`config.mk`:
```
export PLATFORM = sky130hd
export DESIGN_NAME = shift_scheduler
export DESIGN_NICKNAME = d
export VERILOG_FILES = /design/src/rtl/shift_scheduler.sv
export SDC_FILE = /design/constraint.sdc
export NUM_CORES = 1
export LEC_CHECK = 0
export CAP_MARGIN = 20
export CORE_ASPECT_RATIO = 0.9
export CORE_UTILIZATION = 51
export CTS_BUF_LIST = sky130_fd_sc_hd__clkbuf_8
export DETAILED_ROUTE_END_ITERATION = 12
export DONT_BUFFER_PORTS = 1
export GPL_ROUTABILITY_DRIVEN = 0
export GPL_TIMING_DRIVEN = 0
export MAX_ROUTING_LAYER = met4
export PLACE_DENSITY = 0.66
export SKIP_LAST_GASP = 1
export SYNTH_ARGS = -nofsm -noshare
export SYNTH_HDL_FRONTEND = slang
export SYNTH_SLANG_ARGS = --single-unit
```
`constraint.sdc`:
```
create_clock -name clk -period 2.68 [get_ports clk]
set_input_delay 0.804 -clock clk [delete_from_list [all_inputs] [get_ports clk]]
set_output_delay 0.804 -clock clk [all_outputs]
set_load 0.01 [all_outputs]
```
`src/rtl/shift_scheduler.sv`:
```
// Round-robin arbiter in front of a shared rotate-left/rotate-right barrel
// shifter. One request is in flight at a time. Its result is held with the
// requester ID until the consumer takes it. A saturating counter records the
// number of completed responses.
module shift_scheduler #(
    parameter  int N_REQ  = 4,
    parameter  int DATA_W = 8,
    parameter  int CNT_W  = 16,
    localparam int AMT_W  = $clog2(DATA_W),
    localparam int ID_W   = $clog2(N_REQ)
) (
    input  logic                      clk,
    input  logic                      reset_n,
    input  logic [N_REQ-1:0]          req_valid_i,
    output logic [N_REQ-1:0]          req_ready_o,
    input  logic [N_REQ*DATA_W-1:0]   req_a_i,
    input  logic [N_REQ*AMT_W-1:0]    req_amt_i,
    input  logic [N_REQ-1:0]          req_sel_i,
    output logic                      resp_valid_o,
    input  logic                      resp_ready_i,
    output logic [DATA_W-1:0]         resp_data_o,
    output logic [ID_W-1:0]           resp_id_o,
    output logic                      busy_o,
    output logic [CNT_W-1:0]          op_count_o
);

    typedef enum logic [1:0] {
        S_IDLE = 2'd0,
        S_EXEC = 2'd1,
        S_RESP = 2'd2
    } state_t;

    state_t              state_q;
    logic [ID_W-1:0]     rr_ptr_q;
    logic [DATA_W-1:0]   a_q;
    logic [AMT_W-1:0]    amt_q;
    logic                sel_q;
    logic                resp_valid_q;
    logic [DATA_W-1:0]   resp_data_q;
    logic [ID_W-1:0]     resp_id_q;
    logic [CNT_W-1:0]    op_count_q;

    logic                found_d;
    logic [ID_W-1:0]     win_d;
    logic [ID_W:0]       idx_sum;
    logic [DATA_W-1:0]   win_a;
    logic [AMT_W-1:0]    win_amt;
    logic                win_sel;

    logic [2*DATA_W-1:0] rot_l_w;
    logic [2*DATA_W-1:0] rot_r_w;
    logic [DATA_W-1:0]   rot_res;

    // Round-robin search: scan from rr_ptr upward (mod N_REQ); the nearest
    // valid requester wins. Scanning from the far end lets the closest
    // candidate overwrite earlier ones, so no break is needed.
    always_comb begin
        // NOTE: every always_comb output gets a default first so no path
        // leaves it unassigned, which would infer a latch.
        found_d = 1'b0;
        win_d   = '0;
        idx_sum = '0;
        for (int k = N_REQ - 1; k >= 0; k--) begin
            idx_sum = {1'b0, rr_ptr_q} + (ID_W+1)'(k);
            if (idx_sum >= (ID_W+1)'(N_REQ)) begin
                idx_sum = idx_sum - (ID_W+1)'(N_REQ);
            end
            if (req_valid_i[idx_sum[ID_W-1:0]]) begin
                found_d = 1'b1;
                win_d   = idx_sum[ID_W-1:0];
            end
        end
    end

    assign win_a   = req_a_i[win_d*DATA_W +: DATA_W];
    assign win_amt = req_amt_i[win_d*AMT_W +: AMT_W];
    assign win_sel = req_sel_i[win_d];

    // Barrel shifter: shift a doubled copy of the operand so the bits pushed
    // out of one end come back in at the other end.
    always_comb begin
        rot_l_w = {a_q, a_q} << amt_q;
        rot_r_w = {a_q, a_q} >> amt_q;
        rot_res = sel_q ? rot_r_w[DATA_W-1:0] : rot_l_w[2*DATA_W-1:DATA_W];
    end

    // Grants are offered only in IDLE and are masked while reset is held.
    always_comb begin
        req_ready_o = '0;
        if (reset_n && (state_q == S_IDLE) && found_d) begin
            req_ready_o = N_REQ'(1) << win_d;
        end
    end

    // Control FSM with registered response outputs. A reset aborts any
    // request that was captured but not yet accepted by the consumer.
    always_ff @(posedge clk) begin
        // NOTE: state elements use non-blocking assignment so every register
        // samples the pre-edge values, whatever order the statements run in.
        if (!reset_n) begin
            state_q      <= S_IDLE;
            rr_ptr_q     <= '0;
            a_q          <= '0;
            amt_q        <= '0;
            sel_q        <= 1'b0;
            resp_valid_q <= 1'b0;
            resp_data_q  <= '0;
            resp_id_q    <= '0;
            op_count_q   <= '0;
        end else begin
            case (state_q)
                S_IDLE: begin
                    if (found_d) begin
                        a_q       <= win_a;
                        amt_q     <= win_amt;
                        sel_q     <= win_sel;
                        resp_id_q <= win_d;
                        state_q   <= S_EXEC;
                    end
                end
                S_EXEC: begin
                    resp_data_q  <= rot_res;
                    resp_valid_q <= 1'b1;
                    state_q      <= S_RESP;
                end
                S_RESP: begin
                    if (resp_ready_i) begin
                        resp_valid_q <= 1'b0;
                        rr_ptr_q     <= (resp_id_q == ID_W'(N_REQ - 1)) ? '0
                                                                       : resp_id_q + ID_W'(1);
                        if (op_count_q != '1) begin
                            op_count_q <= op_count_q + CNT_W'(1);
                        end
                        state_q <= S_IDLE;
                    end
                end
                default: state_q <= S_IDLE;
            endcase
        end
    end

    assign resp_valid_o = resp_valid_q;
    assign resp_data_o  = resp_data_q;
    assign resp_id_o    = resp_id_q;
    assign op_count_o   = op_count_q;
    assign busy_o       = reset_n && (state_q != S_IDLE);

endmodule

```
# Word-level counts from Yosys, hierarchy flattened
# Cells that the tools add are included.
# word_totals
out_inout_bits,32
elab_cells,80
input_bits,55
regBits,43
# op_classes
n_shift,5
n_mux,30
eq_ne,6
n_reduce_logical,11
n_addsub,9
n_mul,1
magnitude_cmp,9
# op_table
operator,n
32-bit by 6-bit variable part select with 8-bit output,1
2-bit two-way mux,11
"16-bit by 1-bit adder with 16-bit output, second input constant",1
"16-bit != test, second input constant",1
16-bit by 3-bit << shifter with 16-bit output,1
16-bit by 3-bit >> shifter with 8-bit output,1
"2-bit by 3-bit < comparator with 1-bit output, second input constant",5
12-bit by 5-bit variable part select with 3-bit output,1
1-bit binary-select mux with 2-bit select,5
1-bit two-way mux,10
"3-bit >= comparator, second input constant",3
8-bit two-way mux,1
2-bit AND reduction,4
"2-bit by 1-bit subtractor with 2-bit output, second input constant",4
"2-bit by 2-bit adder with 3-bit output, second input constant",2
2-bit case mux with 3 select lines,1
"2-bit == test, second input constant",2
"2-bit by 2-bit multiplier with 4-bit output, second input constant",1
4-bit two-way mux,1
"2-bit != test, second input constant",2
2-bit nonzero test,2
"1-bit by 2-bit << shifter with 4-bit output, first input constant",1
"2-bit by 1-bit adder with 3-bit output, second input constant",1
"2-bit by 3-bit >= comparator with 1-bit output, second input constant",1
other kinds (6),8

# Logic depth before layout (Yosys ltp)
# Gate-level depths: netlist of run 1.
# depth
depth_word,11
mapped_depth,7
depth_no_buf,6

# Worst setup path after synthesis of run 1
# No wires, ideal clock.
# synth_timing
path_kind,input port to output port
startpoint,in req_valid_i[1]
endpoint,out req_ready_o[2]
path_buffers,1
required_ns,1.876
t_arrival_ns,1.986
stages,5
slack_ns,-0.110
path_cell_list,a21boi_0 > o2bb2ai_1 > clkbuf_1 > nor2_1 > nor4_1
# synth_between
elab_chain_len,8
elab_cells_between_ends,19
cone_classes,shift: 1; mux: 17; reduce/logical: 1
# synth_lines
item,line,rtl
start: declaration,14,"input logic [N_REQ-1:0] req_valid_i,"
1-bit binary-select mux with 2-bit select,68,if (req_valid_i[idx_sum[ID_W-1:0]]) begin
1-bit two-way mux (implied by the code),68,
2-bit two-way mux / 1-bit two-way mux (equally long branches) (4 in a row),68,
1-bit by 2-bit << shifter with 4-bit output / 1-bit logical AND (equally long branches),"91, 90",
4-bit two-way mux *,90,if (reset_n && (state_q == S_IDLE) && found_d) begin
end: declaration,15,"output logic [N_REQ-1:0] req_ready_o,"
# Mark *: on every way between the ends. The rest lies on a longest branch, timed or not. The select of a mux whose other input is x is not followed.

# Final worst setup path of run 1
# layout_timing
startpoint,in req_valid_i[2]
endpoint,out req_ready_o[1]
# Same word-level chain as after synthesis.

==> results of run 1 <==
==> path summary, 6_finish.rpt <==
path | cells past startpoint | slack [ns] | to | startpoint
worst max-delay path | 4 | 0.004 | req_ready_o[1] | req_valid_i[2]
worst min-delay path | 2 | 0.55 | rr_ptr_q[1] | rr_ptr_q[1]
worst max register to register | 7 | 0.53 | op_count_o[5] | op_count_o[0]
worst min register to register | 2 | 0.55 | rr_ptr_q[1] | rr_ptr_q[1]
==> placed cells by master, fill, tap and decap left out, drive strengths merged, types with 8 or more instances in the layout <==
cell type  synthesis  routed
dfxtp             43      43
o21ai             38      38
inv               31      32
nor2              29      29
clkbuf            20      25
o311ai            24      24
mux2              16      16
mux4              16      16
nand2             13      13
o2111a            12      12
a21oi             11      11
buf                9      11
o22ai              8       8
nor3               8       8
==> power by group through the flow <==
stage	combinational [uW]	sequential, uW	clock, uW
finish	550	750	632
global route	601	763	666
CTS	542	749	640
detailed placement	530	763	0
global placement	525	761	0
floorplan	436	748	0
==> final cells by class <==
cell class / count / area (um2)
clock inverter: 3 / 71.3
inverter: 31 / 116
sequential: 43 / 861
buffer: 29 / 148
fill: 486 / 2160
tap: 67 / 83.8
clock buffer: 5 / 68.8
timing repair buffer: 2 / 15.0
multi-input combinational: 232 / 1890
==> worst min-delay path: stages, from the launching register on <==
cell and delay, ns:
dfxtp_1 0.37, nand2_1 0.08, a21oi_1 0.06
==> sequential cells by signal (all words and copies together), names as in the netlist <==
name,cells
op_count_o,16
a_q,8
sel_q,1
resp_data_o,8
resp_valid_o,1
resp_id_o,2
rr_ptr_q,2
amt_q,3
state_q,2
==> per-layer routing <==
metal | routed length [um] | vias up | track usage [%] | part of all wire [%]
met5 | 0 | - | - | 0
met4 | 22 | 0 | 5.26 | 0.30
met3 | 447 | 2 | 6.50 | 6.0
met2 | 3280 | 99 | 38.0 | 44
met1 | 3680 | 1246 | 38.5 | 50
li1 | - | 1284 | - | -
==> through the flow <==
step	setup TNS [ns]	total power, uW
after floorplan	0	1180
after global placement	-0.464	1290
after detailed placement	-0.532	1290
after CTS	0	1930
after global routing	-0.0951	2030
final	0	1930
==> cells by family after synthesis <==
| logic type | Yosys count | synth area share (%) |
|---|---|---|
| xor+xnor | 6 | 1.78 |
| compound gates | 105 | 25.1 |
| buf+inv | 60 | 8.58 |
| fa+ha+maj | 2 | 0.849 |
| simple gates | 83 | 14.2 |
| flops | 43 | 29.2 |
| mux | 36 | 20.2 |
==> timing repair <==
action	4_1_cts	5_1_grt
resized for setup	9	4
buffers inserted	2	0
endpoints found under the setup margin	4	3
pin swaps	3	0
==> flow_summary.json, run 1 <==
{
  "power.switching_uw": 588,
  "fin_area_mm2": 0.00325,
  "p_comb_share_pct": 28.5,
  "synth_most_common_cell": "dfxtp_1",
  "vias_per_cell": 6.39,
  "synth_top_area_cell": "dfxtp_1",
  "cp.required_ns": 1.88,
  "power.share.clock_pct": 32.7,
  "area_growth_pct": 10.3,
  "nNetsFinal": 401,
  "drtIter0Drc": 141,
  "hp-class": "reg2reg",
  "cts_hold_buf": 0,
  "critPathBufInv": 0,
  "ioPinCount": 87,
  "drive_gt1_share_pct": 18.3,
  "finalHoldViolations": 0,
  "seq_power_share_pct": 38.8,
  "cp-end-kind": "primary output",
  "synth_area_mm2": 0.00295,
  "synth_edf_count": 0,
  "finalCritPeriodShare_pct": 99.9,
  "crit_path_start_kind": "primary input",
  "rsz0062_at_grt": "yes",
  "synth_common_cells": "43 x dfxtp_1, 37 x o21ai_0, 31 x inv_1",
  "skew_ns": 0.0137,
  "synth_cell_types": 47,
  "wl_mm": 7.43,
  "row_count": 25,
  "async_flop_share_pct": 0,
  "core_area_mm2": 0.00541,
  "cts_tree": "done",
  "dp.cells": 402,
  "maxCapViolCount": 0,
  "critPathMaxFanout": 4,
  "clk_path_buf_depth": 2,
  "drt_pass1_iterations": 4,
  "max_freq_ghz": 0.374,
  "setup_slack_ns": 0.00387,
  "leakage_uw": 0.00120,
  "final_cells": 412,
  "cp_slowest_cell": "nor4_2",
  "die_y_um": 74.1,
  "clk_latency_ns": 0.30,
  "fp.dieW_um": 82.1,
  "max_stage_delay_ns": 0.46,
  "ant_nets": 0,
  "htreeDepth": 2,
  "fin_crit_ns": 2.68,
  "cts_root_buf": "clkbuf_8",
  "sw_frac_of_total_pct": 30.4,
  "ys_seq_area_share_pct": 29.2,
  "drc": 0,
  "dpl_cell_area_mm2": 0.00304,
  "grt_usage_pct": 26.8,
  "yosysWarnings": 0,
  "grt_max_degree": 16,
  "vias": 2631,
  "power_density_mw_per_mm2": 594,
  "syn_area_per_cell_um2": 8.80,
  "grt_pass1_vias": 2445,
  "synth_top_area_share_pct": 29.2,
  "pre_cts_ws_ns": -0.184,
  "max-vdd-ir-drop_uv": 309,
  "ys.flop_type": "dfxtp_1",
  "wl_per_cell_um": 18.0,
  "synth_area_leaders": "dfxtp_1 29%, mux4_2 9.2%, o21ai_0 6.3%",
  "cts_buffers": 5,
  "timing.hold.ws_ns": 0.545,
  "antenna_found_initial": 0,
  "setup_violations": 0,
  "cts.sinks": 43,
  "final_util_pct": 60.1,
  "arrival_ns": 1.87,
  "worst_pin_slew_ns": 0.540,
  "grt_pass1_wl_mm": 12.0,
  "dieArea_mm2": 0.00609,
  "syn_nets": 392,
  "synth_cells": 335,
  "max_slew_margin_pct": 63.5,
  "cp_top_family": "simple AND/OR/NAND/NOR gates",
  "portBuffers": 0,
  "drv_slew": 0,
  "critical_path.cell_chain": "nor2b_2 -> a221oi_2 -> nor2_1 -> nor4_2",
  "diodes": 0,
  "dp_hpwl_mm": 5.59,
  "status": "finished, final reports clean",
  "grt.overflow.total": 0,
  "clk_transition_reported_paths_ns": 0.09,
  "worst-setup-path-type": "in2out",
  "p_int_uw": 1340,
  "initial_core_util_pct": 54.5,
  "synth-seq-cells": 43
}
No activity file was read; power rests on OpenSTA's default activity.
==> run 2, diff against run 1 <==
--- a/config.mk
+++ b/config.mk
@@ -5,6 +5,7 @@
 export SDC_FILE = /design/constraint.sdc
 export NUM_CORES = 1
 export LEC_CHECK = 0
+export ABC_AREA = 1
 export CAP_MARGIN = 20
 export CORE_ASPECT_RATIO = 0.9
 export CORE_UTILIZATION = 51
==> run 2 against run 1 <==
  * Flip-flop and latch count unchanged
  * Critical path depth up 5
  * Largest cell class unchanged
  * Sequential share of layout area down 3.0 points
  * Synthesized area up 12%
  * Global-route usage down 1.3 points
  * Sequential power up 3.9%
  * Register-to-register slack worse by 0.02 ns
  * Worst hold slack worse by 0.018 ns
  * Critical path type unchanged
  * Clock skew down 0.0047 ns
==> flow_summary.json, run 2 <==
{
  "status": "finished, final reports clean",
  "ys_seq_area_share_pct": 26.2,
  "finalPower_uw": 2070,
  "max-vdd-ir-drop_uv": 250,
  "largest_reg_flops": 16,
  "row_count": 27,
  "vias": 3486,
  "max_freq_ghz": 0.377,
  "diodes": 0,
  "grt_max_degree": 14,
  "synth_cell_types": 34,
  "grt_usage_pct": 25.4,
  "cp.required_ns": 1.88,
  "ioPinCount": 87,
  "fin_crit_ns": 2.65,
  "initial_core_util_pct": 53.2,
  "setup_violations": 0,
  "ys.flop_type": "dfxtp_1",
  "syn_area_per_cell_um2": 5.83,
  "maxCapViolCount": 0,
  "r2r_slack_ns": 0.51,
  "worst_pin_slew_ns": 0.480,
  "synth_area_mm2": 0.00329,
  "syn_nets": 621,
  "vias_per_cell": 5.19,
  "fp.dieW_um": 86.6,
  "power_density_mw_per_mm2": 561,
  "die_y_um": 78.2,
  "setup_slack_ns": 0.0288,
  "drt_pass1_iterations": 5,
  "cts_hold_buf": 0,
  "synth_top_area_cell": "dfxtp_1",
  "layout_common_cells": "157 x nand2_1, 79 x inv_1, 67 x nand3_1, 50 x o21ai_0, 41 x dfxtp_1",
  "area_growth_pct": 12.1,
  "synth_area_leaders": "dfxtp_1 26%, nand2_1 19%, nand3_1 11%",
  "synth_most_common_cell": "nand2_1",
  "max_slew_margin_pct": 68.0,
  "cts_buffers": 5,
  "nNetsFinal": 641,
  "fillers": 639,
  "synth_top_area_share_pct": 26.2,
  "grt_pass1_vias": 2898,
  "tns_ns": 0,
  "antenna_found_initial": 0,
  "cts.sinks": 43,
  "pre_cts_ws_ns": -0.242,
  "ant_nets": 0,
  "clk_path_buf_depth": 2,
  "wl_mm": 8.26,
  "dieArea_mm2": 0.00677,
  "drv_slew": 0,
  "worst-setup-path-type": "in2out",
  "drive_gt1_share_pct": 11.6,
  "core_area_mm2": 0.00618,
  "final_common_cell": "nand2_1",
  "arrival_ns": 1.85,
  "yosysWarnings": 0,
  "critPathMaxFanout": 10,
  "clk_latency_ns": 0.30,
  "leakage_uw": 0.00178,
  "grt.overflow.total": 0,
  "cts_root_buf": "clkbuf_8",
  "finalCritPeriodShare_pct": 98.9,
  "drc": 0,
  "drtIter0Drc": 170,
  "async_flop_share_pct": 0,
  "crit_path_start_kind": "primary input",
  "cts_tree": "done",
  "synth_cells": 564,
  "synth_common_cells": "163 x nand2_1, 81 x inv_1, 69 x nand3_1",
  "wl_per_cell_um": 12.3,
  "htreeDepth": 2,
  "cp-end-kind": "primary output",
  "grt_pass1_wl_mm": 13.5,
  "finalHoldViolations": 0,
  "skew_ns": 0.00909,
  "dp_hpwl_mm": 6.37,
  "hp-class": "reg2reg",
  "synth-seq-cells": 43,
  "clk_transition_reported_paths_ns": 0.08,
  "portBuffers": 0,
  "synth_edf_count": 0
}
==> run 2: cell count changes in the layout (fill, tap and decap cells not counted), moves of 16 or more <==
| cell | delta |
|---|---|
| a21oi_1 | +26 |
| buf_4 | +16 |
| inv_1 | +48 |
| mux2_2 | -16 |
| nand2_1 | +145 |
| nand3_1 | +61 |
| o311ai_0 | -19 |
==> run 2: area by class of cell <==
cell class                      instances  area, um2  share of cell area, %
Multi-Input combinational cell        407       2020                   54.8
Inverter                               88        338                   9.17
Clock inverter                          3       16.3                  0.441
Timing Repair Buffer                   14        105                   2.85
Clock buffer                            5       68.8                   1.87
Sequential cell                        43        866                   23.5
Tap cell                               87        109                   2.95
Buffer                                 25        161                   4.38
==> run 2: critical path: stages <==
cell     delay [ns]
inv_2          0.03
o21ai_2        0.16
nand2_1        0.09
nand2_1        0.08
inv_2          0.06
nand3_1        0.12
nand2_2        0.09
buf_6          0.16
nor3_4         0.24
==> run 2: metrics by stage <==
stage | cell area [um2] | utilization, % | std cells | hold WS [ns]
final | 3680 | 59.6 | 672 | 0.527
after global routing | 3680 | 59.6 | 672 | 0.544
after CTS | 3530 | 57.1 | 659 | 0.529
after detailed placement | 3400 | 54.9 | 651 | 0.509
after global placement | 3400 | 54.9 | 651 | 0.500
after floorplan | 3290 | - | 564 | 0.485
==> run 2: cells by family after synthesis <==
group	count (synthesis)	share of synthesized area (%)
buffers and inverters	114	14.8
xor gates and xnor gates	11	2.93
adders and majority gates	2	0.761
AOI/OAI and AO/OA	97	15.5
muxes	1	0.304
and+or+nand+nor	296	39.5
DFF	43	26.2
==> run 2: what timing repair did <==
| action | 4_1_cts | 5_1_grt |
|---|---|---|
| pin swaps | 0 | 13 |
| gates resized for setup | 13 | 19 |
| buffers inserted | 0 | 14 |
| endpoints found under the setup margin | 4 | 4 |
==> run 2: routing by layer <==
metal | up-vias | GRT usage (%) | share of wire (%)
met3 | 19 | 3.68 | 5.6
met2 | 135 | 40.1 | 43
met5 | - | - | 0
met1 | 1503 | 34.1 | 50
met4 | 0 | 6.67 | 2.0
li1 | 1829 | - | -
==> run 2: path summary, 6_finish.rpt <==
| check | start | end | depth (start not counted) |
|---|---|---|---|
| min | op_count_o[15] | op_count_o[15] | 2 |
| max | req_valid_i[2] | req_ready_o[2] | 9 |
| max reg2reg | op_count_o[0] | op_count_o[14] | 8 |
| min reg2reg | op_count_o[15] | op_count_o[15] | 2 |
==> run 2: report_power, final <==
part	switching [uW]	internal, uW
logic	565	321
registers	73.2	706
clock network	222	179
total	860	1210
==> run 3, diff against run 2 <==
--- a/config.mk
+++ b/config.mk
@@ -8,14 +8,13 @@
 export ABC_AREA = 1
 export CAP_MARGIN = 20
 export CORE_ASPECT_RATIO = 0.9
-export CORE_UTILIZATION = 51
+export CORE_UTILIZATION = 46
 export CTS_BUF_LIST = sky130_fd_sc_hd__clkbuf_8
 export DETAILED_ROUTE_END_ITERATION = 12
 export DONT_BUFFER_PORTS = 1
 export GPL_ROUTABILITY_DRIVEN = 0
 export GPL_TIMING_DRIVEN = 0
 export MAX_ROUTING_LAYER = met4
-export PLACE_DENSITY = 0.66
 export SKIP_LAST_GASP = 1
 export SYNTH_ARGS = -nofsm -noshare
 export SYNTH_HDL_FRONTEND = slang
==> run 3 against run 2 <==
  * Fmax rose by 1.3%
  * First-iteration DRC count fell by 36%
  * Core utilization fell by 3.6 points
  * Via count rose by 1.3%
  * Critical path depth did not move
  * Cell count rose by 0.74%
  * Worst setup slack improved by 0.034 ns
  * Sequential power barely moved
  * Critical path type unchanged
  * Largest cell class unchanged
  * Largest power group unchanged
==> flow_summary.json, run 3 (synthesis results as in run 2) <==
{
  "status": "finished, final reports clean",
  "max_stage_delay_ns": 0.19,
  "drv_slew": 0,
  "drc": 0,
  "portBuffers": 0,
  "final_util_pct": 56.0,
  "maxCapViolCount": 0,
  "nNetsFinal": 644,
  "clk_path_buf_depth": 2,
  "grt.overflow.total": 0,
  "dieArea_mm2": 0.00749,
  "tns_ns": 0,
  "cp.required_ns": 1.88,
  "core_area_mm2": 0.00673,
  "fp.dieW_um": 91.1,
  "wl_per_cell_um": 13.2,
  "vias": 3531,
  "drive_gt1_share_pct": 12.8,
  "finalCritPeriodShare_pct": 97.6,
  "cp_slowest_cell": "nor3_4",
  "htreeDepth": 2,
  "die_y_um": 82.2,
  "power_density_mw_per_mm2": 585,
  "layout_common_cells": "156 x nand2_1, 78 x inv_1, 65 x nand3_1, 50 x o21ai_0, 41 x dfxtp_1",
  "cts_root_buf": "clkbuf_8",
  "drt_pass1_iterations": 4,
  "grt_usage_pct": 24.1,
  "ant_nets": 0,
  "cts_tree": "done",
  "skew_ns": 0.00825,
  "vias_per_cell": 5.22,
  "ioPinCount": 87,
  "drtIter0Drc": 108,
  "cp-end-kind": "primary output",
  "min_path_cells": 2,
  "path_depth": 9,
  "worst-setup-path-type": "in2out",
  "initial_core_util_pct": 48.9,
  "clk_transition_reported_paths_ns": 0.09,
  "clk_latency_ns": 0.30,
  "wl_mm": 8.93,
  "largest_reg_flops": 16,
  "critPathBufInv": 3,
  "max-vdd-ir-drop_uv": 241,
  "dp_hpwl_mm": 6.74,
  "dp.cells": 654,
  "leakage_uw": 0.00180,
  "final_common_cell": "nand2_1",
  "grt_pass1_wl_mm": 14.2,
  "fin_crit_ns": 2.62,
  "diodes": 0,
  "arrival_ns": 1.81,
  "cts_buffers": 5,
  "critical_path.cell_chain": "inv_1 -> o21ai_2 -> nand2_1 -> nand2_1 -> inv_2 -> nand3_1 -> nand2_2 -> buf_8 -> nor3_4",
  "worst_pin_slew_ns": 0.548,
  "setup_violations": 0,
  "max_freq_ghz": 0.382,
  "grt_max_degree": 14,
  "critPathMaxFanout": 6,
  "row_count": 28,
  "hp-class": "reg2reg",
  "final_cells": 677,
  "crit_top_cell": "nand2_1",
  "cp_top_family": "simple AND/OR/NAND/NOR gates",
  "max_slew_margin_pct": 63.1,
  "reg2reg_depth": 8,
  "area_growth_pct": 14.5,
  "crit_path_start_kind": "primary input",
  "grt_pass1_vias": 3043,
  "cts.sinks": 43,
  "finalHoldViolations": 0,
  "antenna_found_initial": 0
}
## run 3: layer usage
metal / share of wire [%] / GRT usage (%) / up-vias
li1: - / - / 1834
met1: 47 / 29.6 / 1571
met2: 45 / 40.3 / 112
met3: 6.4 / 4.95 / 14
met4: 1.6 / 7.78 / 0
met5: 0 / - / -
## run 3: area by class of cell
cell class / count / area, um2
fillers: 731 / 2960
well taps: 90 / 113
multi-input cells: 407 / 2050
inverters: 88 / 335
flip-flops and latches: 43 / 868
clock buffers: 5 / 68.8
clock inverters: 2 / 37.5
repair buffers: 17 / 128
plain buffers: 25 / 161
## run 3: worst paths after layout
check / slack, ns / startpoint / end
worst max register to register: 0.48 / op_count_o[0] / op_count_o[7]
worst min register to register: 0.53 / state_q[1] / state_q[1]
worst max-delay path: 0.06 / req_valid_i[0] / req_ready_o[2]
worst min-delay path: 0.53 / state_q[1] / state_q[1]
## run 3: stage by stage
step / total power (uW) / worst slack (ns) / hold slack, ns / cell area [um2]
5_1_grt: 2370 / -0.0547 / 0.565 / 3760
4_1_cts: 2120 / -0.0119 / 0.522 / 3550
3_5_place_dp: 1600 / -0.168 / 0.509 / 3400
2_1_floorplan: 1420 / 0.0153 / 0.485 / 3290
6_report: 2200 / 0.0632 / 0.525 / 3760
3_3_place_gp: 1590 / -0.195 / 0.500 / 3400
## run 3: what timing repair did
action	4_1_cts	5_1_grt
gates resized for setup	10	29
hold buffers	0	0
setup buffers	0	17
setup endpoints to repair	4	4
pin swaps	0	16
## run 3: worst min-delay path, stage by stage, from the launching register on
cell      delay (ns)
dfxtp_1         0.34
nand3b_1        0.09
a21oi_1         0.06
## run 3: report_power, final
group / internal (uW) / leakage (uW) / switching [uW] / total, uW
clock network: 273 / 0.0000502 / 234 / 506
registers: 705 / 0.000354 / 71.8 / 777
logic: 335 / 0.00140 / 586 / 921
